$ cat src/rtl/console_uart_tx_pkg.sv
// Shared constants, FSM state encoding and helpers for the console UART transmitter.
package console_uart_tx_pkg;

    localparam int unsigned DEFAULT_CLK_HZ     = 100_000_000;
    localparam int unsigned UART_DEFAULT_BAUD  = 115_200;
    localparam int unsigned CONSOLE_FIFO_DEPTH = 16;

    // Fixed encodings so a bench can probe the state register directly.
    typedef enum logic [1:0] {
        ST_IDLE  = 2'd0,
        ST_START = 2'd1,
        ST_DATA  = 2'd2,
        ST_STOP  = 2'd3
    } uart_state_e;

    function automatic int unsigned clks_per_bit(input int unsigned clk_hz,
                                                 input int unsigned baud);
        return clk_hz / baud;
    endfunction

endpackage

$ cat src/rtl/console_uart_tx_fifo.sv
// Byte FIFO between the core's console strobe and the UART FSM; wrap-bit pointers.
module console_fifo
    import console_uart_tx_pkg::*;
#(
    parameter int unsigned DEPTH = CONSOLE_FIFO_DEPTH,
    parameter int unsigned WIDTH = 8
) (
    input  logic             clk,
    input  logic             reset,
    input  logic             push,
    input  logic             pop,
    input  logic [WIDTH-1:0] din,
    output logic [WIDTH-1:0] dout,
    output logic             full,
    output logic             empty
);

    localparam int unsigned AW = $clog2(DEPTH);

    logic [AW:0]      r_wr_ptr;
    logic [AW:0]      r_rd_ptr;
    logic [WIDTH-1:0] r_mem [DEPTH];
    logic             w_do_push;
    logic             w_do_pop;

    assign empty = (r_wr_ptr == r_rd_ptr);
    assign full  = (r_wr_ptr[AW-1:0] == r_rd_ptr[AW-1:0]) && (r_wr_ptr[AW] != r_rd_ptr[AW]);

    // A pop in the same cycle frees the slot, so a push while full is still accepted.
    assign w_do_pop  = pop & ~empty;
    assign w_do_push = push & (~full | w_do_pop);

    assign dout = r_mem[r_rd_ptr[AW-1:0]];

    always_ff @(posedge clk or negedge reset) begin
        if (!reset) begin
            r_wr_ptr <= '0;
            r_rd_ptr <= '0;
        end else begin
            if (w_do_push) r_wr_ptr <= r_wr_ptr + 1'b1;
            if (w_do_pop)  r_rd_ptr <= r_rd_ptr + 1'b1;
        end
    end

    always_ff @(posedge clk) begin
        if (w_do_push) r_mem[r_wr_ptr[AW-1:0]] <= din;
    end

endmodule

$ cat src/rtl/console_uart_tx.sv
// Buffers core console writes and drains them as 8N1 UART frames on tx.
module console_uart_tx
    import console_uart_tx_pkg::*;
#(
    parameter int unsigned XLEN       = 32,
    parameter int unsigned CLK_HZ     = DEFAULT_CLK_HZ,
    parameter int unsigned BAUD       = UART_DEFAULT_BAUD,
    parameter int unsigned FIFO_DEPTH = CONSOLE_FIFO_DEPTH
) (
    input  logic            clk,
    input  logic            reset,
    input  logic            console_we,
    input  logic [XLEN-1:0] console_wdata,
    output logic            tx,
    output logic            fifo_full,
    output logic            busy,
    output logic            overflow
);

    localparam int unsigned CLKS_PER_BIT = clks_per_bit(CLK_HZ, BAUD);
    localparam int unsigned CNT_W        = (CLKS_PER_BIT > 1) ? $clog2(CLKS_PER_BIT) : 1;
    localparam logic [CNT_W-1:0] CNT_LAST = CNT_W'(CLKS_PER_BIT - 1);

    uart_state_e      r_state;
    uart_state_e      w_state_next;
    logic [CNT_W-1:0] r_cnt;
    logic [CNT_W-1:0] w_cnt_next;
    logic [2:0]       r_bit;
    logic [2:0]       w_bit_next;
    logic [7:0]       r_sh;
    logic [7:0]       w_sh_next;
    logic             r_tx;
    logic             w_tx_next;
    logic             r_overflow;
    logic             w_pop;
    logic             w_empty;
    logic [7:0]       w_head;
    logic             w_bit_end;
    logic             w_unused_wdata;

    assign w_unused_wdata = ^console_wdata[XLEN-1:8];

    console_fifo #(
        .DEPTH (FIFO_DEPTH),
        .WIDTH (8)
    ) u_fifo (
        .clk   (clk),
        .reset (reset),
        .push  (console_we),
        .pop   (w_pop),
        .din   (console_wdata[7:0]),
        .dout  (w_head),
        .full  (fifo_full),
        .empty (w_empty)
    );

    assign w_bit_end = (r_cnt == CNT_LAST);

    always_ff @(posedge clk or negedge reset) begin
        if (!reset) begin
            r_state <= ST_IDLE;
            r_cnt   <= '0;
            r_bit   <= '0;
            r_sh    <= '0;
            r_tx    <= 1'b1;
        end else begin
            r_state <= w_state_next;
            r_cnt   <= w_cnt_next;
            r_bit   <= w_bit_next;
            r_sh    <= w_sh_next;
            r_tx    <= w_tx_next;
        end
    end

    always_comb begin
        w_state_next = r_state;
        unique case (r_state)
            ST_IDLE:  if (!w_empty) w_state_next = ST_START;
            ST_START: if (w_bit_end) w_state_next = ST_DATA;
            ST_DATA:  if (w_bit_end && r_bit == 3'd7) w_state_next = ST_STOP;
            ST_STOP:  if (w_bit_end) w_state_next = w_empty ? ST_IDLE : ST_START;
            default:  w_state_next = ST_IDLE;
        endcase
    end

    // tx is computed one cycle ahead so the pin itself comes straight from a flop.
    always_comb begin
        w_cnt_next = w_bit_end ? '0 : r_cnt + CNT_W'(1);
        w_bit_next = r_bit;
        w_sh_next  = r_sh;
        w_tx_next  = r_tx;
        w_pop      = 1'b0;
        unique case (r_state)
            ST_IDLE: begin
                w_cnt_next = '0;
                w_tx_next  = 1'b1;
                if (!w_empty) begin
                    w_pop     = 1'b1;
                    w_sh_next = w_head;
                    w_tx_next = 1'b0;
                end
            end
            ST_START: begin
                if (w_bit_end) begin
                    w_tx_next  = r_sh[0];
                    w_bit_next = '0;
                end
            end
            ST_DATA: begin
                if (w_bit_end) begin
                    if (r_bit == 3'd7) begin
                        w_tx_next = 1'b1;
                    end else begin
                        w_sh_next  = r_sh >> 1;
                        w_tx_next  = r_sh[1];
                        w_bit_next = r_bit + 3'd1;
                    end
                end
            end
            ST_STOP: begin
                if (w_bit_end) begin
                    if (!w_empty) begin
                        w_pop     = 1'b1;
                        w_sh_next = w_head;
                        w_tx_next = 1'b0;
                    end else begin
                        w_tx_next = 1'b1;
                    end
                end
            end
            default: w_tx_next = 1'b1;
        endcase
    end

    always_ff @(posedge clk or negedge reset) begin
        if (!reset) begin
            r_overflow <= 1'b0;
        end else if (console_we && fifo_full && !w_pop) begin
            r_overflow <= 1'b1;
        end
    end

    assign tx       = r_tx;
    assign overflow = r_overflow;
    assign busy     = (r_state != ST_IDLE) | ~w_empty;

endmodule

$ cat config.mk
export PLATFORM = sky130hd
export DESIGN_NAME = console_uart_tx
export DESIGN_NICKNAME = d
export VERILOG_FILES = /design/src/rtl/console_uart_tx_pkg.sv /design/src/rtl/console_uart_tx_fifo.sv /design/src/rtl/console_uart_tx.sv
export SDC_FILE = /design/constraint.sdc
export NUM_CORES = 1
export LEC_CHECK = 0
export CAP_MARGIN = 20
export CORE_MARGIN = 5
export CORE_UTILIZATION = 41
export DETAILED_ROUTE_END_ITERATION = 12
export GPL_ROUTABILITY_DRIVEN = 0
export PLACE_DENSITY = 0.59
export SYNTH_ARGS = -nofsm -noshare
export SYNTH_HDL_FRONTEND = slang
export SYNTH_SLANG_ARGS = --single-unit
$ cat constraint.sdc
create_clock -name clk -period 5.6 [get_ports clk]
set_clock_uncertainty 0.15 [all_clocks]
set_input_delay 1.68 -clock clk [delete_from_list [all_inputs] [get_ports clk]]
set_output_delay 1.68 -clock clk [all_outputs]
set_load 0.05 [all_outputs]
# ---- Word level (Yosys, flattened, before mapping)
# Memory sizes are Yosys's and may differ from the RTL's.
# Cells that the tools add are included.
dict set report word_totals {
  register_bits 35
  latch_bits 0
  ramBits 128
  rom_bits 0
  inputBits 35
  output_inout_bits 4
  mem_count 1
}
dict set report op_classes {
  add_sub_neg 4
  n_mul 0
  div_mod_pow 0
  order_cmp 0
  eq_ne 14
  n_shift 0
  muxes 28
  bitwise_logic 6
  reduce_logical 13
}
# memory depth width rd rd_ports_with_merged_regs wr line_no
set memory_table {}
lappend memory_table {u_fifo.r_mem 16 8 1 0 1 console_uart_tx_fifo.sv:22} ;# logic [WIDTH-1:0] r_mem [DEPTH];
# operator count
set op_table {}
lappend op_table {{two-way mux 8 bit} 4}
lappend op_table {{one-hot mux 8 bit (3 select lines)} 1}
lappend op_table {{two-way mux 10 bit} 2}
lappend op_table {{inequality test 2 bit, second input constant} 6}
lappend op_table {{AND reduction 4 bit} 3}
lappend op_table {{adder 10 x 1 -> 10 bit, second input constant} 1}
lappend op_table {{adder 5 x 1 -> 5 bit, second input constant} 2}
lappend op_table {{== test 10 bit, second input constant} 1}
lappend op_table {{two-way mux 1 bit} 10}
lappend op_table {{two-way mux 3 bit} 3}
lappend op_table {{two-way mux 2 bit} 4}
lappend op_table {{one-hot mux 2 bit (4 select lines)} 1}
lappend op_table {{one-hot mux 3 bit (2 select lines)} 1}
lappend op_table {{== test 5 bit} 1}
lappend op_table {{== test 2 bit, second input constant} 2}
lappend op_table {{== test 4 bit} 1}
lappend op_table {{logical AND 1 bit} 4}
lappend op_table {{one-hot mux 1 bit (4 select lines)} 1}
lappend op_table {{nonzero test 2 bit} 2}
lappend op_table {{adder 3 x 1 -> 3 bit, second input constant} 1}
lappend op_table {{== test 3 bit, second input constant} 1}
lappend op_table {{AND reduction 3 bit} 1}
lappend op_table {{nonzero test 3 bit} 1}
lappend op_table {{bitwise AND 1 bit} 2}
lappend op_table {{7 further kinds} 9}

# ---- Depth between registers and ports, before layout
dict set report depth {
  word_depth 9
  ltp_mapped 8
  depth_no_buf 7
}

# ---- Modules after synthesis
# From an unflattened synthesis, not the netlist that was laid out.
dict set report unflattened {
  hier_cells 398
  area_unflattened_um2 6977.9
}
# module instances cells_each area_each_um2 seq_area_each_um2
set by_module_without_submodules {}
lappend by_module_without_submodules {console_fifo 1 271 5564.1 4093.9}
lappend by_module_without_submodules {console_uart_tx 1 127 1413.9 626.9}

# ---- Worst setup path after synthesis
# Ideal clock, no wire load.
dict set report synth_path {
  path_type {register to output}
  startpoint {reg u_fifo.r_rd_ptr[1]}
  endpoint {out fifo_full}
  arrival_time_ns 1.501
  required_ns 3.770
  slack_ns 2.269
  stages_incl_launch_ff 5
  path_cell_list {dfrtp_1 -> buf_4 -> xnor2_1 -> nand4_1 -> nor2_1}
}
dict set report synth_between {
  elab_chain_cells 2
}
# element line_no
set synth_lines {}
lappend synth_lines {{from (decl)} console_uart_tx_fifo.sv:21} ;# logic [AW:0] r_rd_ptr;
lappend synth_lines {{from (signal assigned)} console_uart_tx_fifo.sv:41} ;# if (w_do_pop) r_rd_ptr <= r_rd_ptr + 1'b1;
lappend synth_lines {{== test 4 bit} console_uart_tx_fifo.sv:27} ;# assign full = (r_wr_ptr[AW-1:0] == r_rd_ptr[AW-1:0]) && (r_wr_ptr[AW] != r_rd_ptr[AW]);
lappend synth_lines {{logical AND 1 bit} console_uart_tx_fifo.sv:27}
lappend synth_lines {{to (decl)} console_uart_tx.sv:15} ;# output logic fifo_full,
# Every way passes these cells.

# ---- Worst setup path in the final report
dict set report layout_path {
  startpoint {reg u_fifo.r_rd_ptr[3]}
  endpoint {out busy}
}
dict set report layout_between {
  elab_chain_cells 3
}
# element line_no
set layout_lines {}
lappend layout_lines {{== test 5 bit} console_uart_tx_fifo.sv:26} ;# assign empty = (r_wr_ptr == r_rd_ptr);
lappend layout_lines {{inverter 1 bit} console_uart_tx.sv:145} ;# assign busy = (r_state != ST_IDLE) | ~w_empty;
lappend layout_lines {{bitwise OR 1 bit} console_uart_tx.sv:145}
lappend layout_lines {{to (decl)} console_uart_tx.sv:16} ;# output logic busy,
# Every way passes these cells.

==> summary by stage <==
Synth
The number of register bits inferred by synthesis is 163. Counting instances in the post-synthesis netlist gives the leading cell types as sky130_fd_sc_hd__edfxtp_1, sky130_fd_sc_hd__dfrtp_1, sky130_fd_sc_hd__nor2_1, sky130_fd_sc_hd__mux4_2, sky130_fd_sc_hd__mux2i_1. In this run, distinct cell masters in the synthesized netlist total between 50 and 60. The total nets after synthesis is 474. The share of the yosys chip area belonging to registers is 0.678.

The total of warnings raised by yosys is 0. Synthesis handed over a netlist of between 400 and 500 instances. Of the post-synthesis cell area, the dominant cell type holds 0.552. The library cell with the largest summed area after synthesis is sky130_fd_sc_hd__edfxtp_1.

In this run the cell area of the synthesized design comes to just under 7000 sq um. Ranked by total cell area, the synthesized netlist is headed by sky130_fd_sc_hd__edfxtp_1, sky130_fd_sc_hd__dfrtp_1, sky130_fd_sc_hd__mux4_2. Of all flip-flops after synthesis, the portion carrying an async set or reset was 0.215.

The number of enable-type register cells in the synthesized netlist is 128. The cell with the most instances after synthesis is sky130_fd_sc_hd__edfxtp_1. The synthesized area divided by synthesized cell count is 16.3 sq um. The predominant post-synthesis flop cell is sky130_fd_sc_hd__edfxtp_1.

GRT
The residual overflow from global routing is 0. The via count of the first global-routing pass came to roughly 3,800. Entering global routing, the biggest net connects 45 pins.

The first-pass GRT wire length is between 20,000 and 25,000 um. The number of antenna violations at the first check in global routing is 0. The global-route usage over all layers is 0.153.

Pwr
Of the total power, registers draw 0.381. The net switching power of the design is 1.40 mW. The internal power of the cells totals 2.89 mW. The maximum vdd ir drop is ~0.27 mV. Of the total power, the clock network draws 0.289. The combinational power share is 0.331.

The post-layout total power is 4.28 mW. The standby leakage power is 2.85 nW. The power density over the cells is 533 nW/um^2. The switching part of the total is 0.326.

Finish
The antenna diode instance count is 0. From synthesis to final layout, the design area changed by 15.3%. Of the cells placed in the final design, the portion with a size suffix greater than 1 is 0.203. Once layout is done, the placed cells without fillers occupy 8030 sq um.

At the end of the flow, the number of nets in the layout was 501.

Clock tree
The number of buffers inserted by hold repair at cts is 0. Clock-pin slew was measured on the worst setup and hold paths at ~0.06 ns. At the later pin of the worst-skew pair, clock insertion delay measures 0.42 ns.

The root buffer cell chosen for the clock tree is sky130_fd_sc_hd__clkbuf_16. The number of post-CTS setup repair buffers is 0. The number of buffers inserted during clock tree synthesis is 17. TritonCTS built the clock tree. The CTS sink count is 163. The number of resized instances in the post-cts repair step is 0.

The H-tree depth reported by CTS is 4. The maximum count of clock buffers along a single path is 2.

Detailed routing
The first detailed-routing pass ran for 4 iterations. The total via count after detailed routing is 3,685. The mean number of vias per cell is 5.36.

The detailed router finished its first iteration with roughly 250 violations. After detailed routing, the total wire length is 14,400 um. The detailed-route wire length per cell is between 20 and 25 um. The DRC violation count after routing is 0. The number of nets with antenna violations after routing is 0.

Worst setup path
STA puts the critical path data required time at 3.77 ns. The start-to-end type of the worst setup path is flip-flop to primary output. The kind of start point of the critical path is a flip-flop. Data arrives at the worst endpoint at 2.53 ns. The biggest fanout along the worst timing path is 27. The type of destination of the critical path is a primary output.

Placement
Once placement finished, the instance area stood at between 7000 and 8000 sq um. Summed over all nets, the half-perimeter wirelength after detailed placement is approximately 9000 um. Input and output buffers added on the ports amount to 14.

Timing
The maximum clock frequency is 229 MHz. At the pin with the least slew margin, the transition time is 0.993 ns. The number of hold violations in the final report is 0.

The share of the clock period used by the worst path after layout is 0.779. The total setup violations reported at the end of the flow is 0. The worst hold margin is 0.334 ns.

The worst-case headroom to the max-slew limit is 0.336. The number of max-slew violations in the final report is 0. After layout, the minimum clock period comes to 4.36 ns.

Setup repair after global routing left no endpoint under its margin. For the final routed database, the setup TNS stands at 0 ns.

Floorplan
For this configuration, the core starts out at a cell density of 0.418. The die is 140 um wide. In this run the vertical extent of the chip is 140 um. The core region is 16,600 sq um. The top-level I/O count is 39. The number of rows in the core area is 47.

The floorplan die area is 19,700 sq um.

Min path
The worst hold path belongs to the class flip-flop to flip-flop.

Run status
The flow ran to the end, and the final reports show no timing, DRC or antenna violations.

Flow run
The tool flagged a number of max-cap violations equal to 0.
path summary, 6_finish.rpt:
| path | to | start | cells after the start | slack (ns) |
|---|---|---|---|---|
| worst min-delay path | overflow | overflow | 1 | 0.33 |
| worst max-delay path | busy | u_fifo.r_rd_ptr[3] | 6 | 1.24 |
| worst min register to register | overflow | overflow | 1 | 0.33 |
| min in group asynchronous | r_sh[5] | reset | 1 | 1.20 |
| worst max register to register | u_fifo.r_mem[3][0] | r_state[0] | 8 | 2.46 |
| max in group asynchronous | u_fifo.r_rd_ptr[1] | reset | 1 | 3.53 |
cell usage in the layout, fill, tap and decap left out, types with 3 or more instances in the layout:
cell and n:
sky130_fd_sc_hd__a221oi_1 7, sky130_fd_sc_hd__a31oi_1 4, sky130_fd_sc_hd__and4_1 3, sky130_fd_sc_hd__buf_4 10
sky130_fd_sc_hd__buf_6 4, sky130_fd_sc_hd__bufinv_16 4, sky130_fd_sc_hd__clkbuf_16 17, sky130_fd_sc_hd__clkdlybuf4s50_1 13
sky130_fd_sc_hd__clkinv_1 3, sky130_fd_sc_hd__dfrtp_1 33, sky130_fd_sc_hd__edfxtp_1 128, sky130_fd_sc_hd__ha_1 12
sky130_fd_sc_hd__inv_1 13, sky130_fd_sc_hd__inv_8 3, sky130_fd_sc_hd__mux2_2 15, sky130_fd_sc_hd__mux2i_1 18
sky130_fd_sc_hd__mux4_2 23, sky130_fd_sc_hd__nand2_1 16, sky130_fd_sc_hd__nand3_1 12, sky130_fd_sc_hd__nand4_1 7
sky130_fd_sc_hd__nor2_1 31, sky130_fd_sc_hd__nor2b_1 5, sky130_fd_sc_hd__o211ai_1 6, sky130_fd_sc_hd__o21ai_0 8
sky130_fd_sc_hd__xnor2_1 14, sky130_fd_sc_hd__xor2_1 8
kinds of logic after synthesis:
family / synth area share
fa+ha+maj: 0.0216
flops: 0.678
simple gates: 0.0731
buf+inv: 0.0221
compound gates: 0.0489
xor+xnor: 0.0277
mux: 0.129
critical path, stage by stage (launching register included):
cell and delay [ns]:
sky130_fd_sc_hd__dfrtp_1 0.32, sky130_fd_sc_hd__buf_4 0.34, sky130_fd_sc_hd__xnor2_1 0.19, sky130_fd_sc_hd__nand4_1 0.15
sky130_fd_sc_hd__nor2_1 0.32, sky130_fd_sc_hd__nand2_1 0.09, sky130_fd_sc_hd__clkdlybuf4s50_1 0.70
power groups by stage:
| stage | registers (mW) | clock network, mW | logic (mW) |
|---|---|---|---|
| 6_report | 1.63 | 1.24 | 1.41 |
| 5_1_grt | 1.65 | 1.32 | 1.54 |
| 4_1_cts | 1.63 | 1.26 | 1.43 |
| 3_5_place_dp | 1.65 | 0 | 1.42 |
| 3_3_place_gp | 1.64 | 0 | 1.40 |
| 2_1_floorplan | 1.63 | 0 | 1.08 |
routing by layer:
metal,GRT usage,part of all wire,vias to the layer above
met3,0.0484,0.048,7
met2,0.253,0.50,73
li1,-,-,1703
met4,0.0367,0.0073,0
met5,0,0,-
met1,0.198,0.44,1902
layout make-up:
| class | instances | area, sq um |
|---|---|---|
| fillers | 1424 | 8610 |
| flip-flops and latches | 163 | 4720 |
| multi-input cells | 231 | 2100 |
| clock buffers | 18 | 429 |
| well taps | 220 | 275 |
| repair buffers | 28 | 255 |
| clock inverters | 14 | 199 |
| inverters | 13 | 48.8 |
stage by stage:
stage | std cells | setup slack (ns) | util
finish | 687 | 1.24 | 0.482
global route | 687 | 1.03 | 0.482
CTS | 684 | 1.20 | 0.480
detailed placement | 652 | 1.55 | 0.443
global placement | 651 | 1.50 | 0.442
floorplan | 427 | 2.27 | -
state kept, by name (all words and copies together) (netlist names):
| name | count |
|---|---|
| u_fifo.r_rd_ptr | 5 |
| tx | 1 |
| r_state | 2 |
| r_cnt | 10 |
| r_sh | 8 |
| u_fifo.r_wr_ptr | 5 |
| overflow | 1 |
| r_bit | 3 |
| u_fifo.r_mem | 128 |
(Power assumes the default switching activity.)
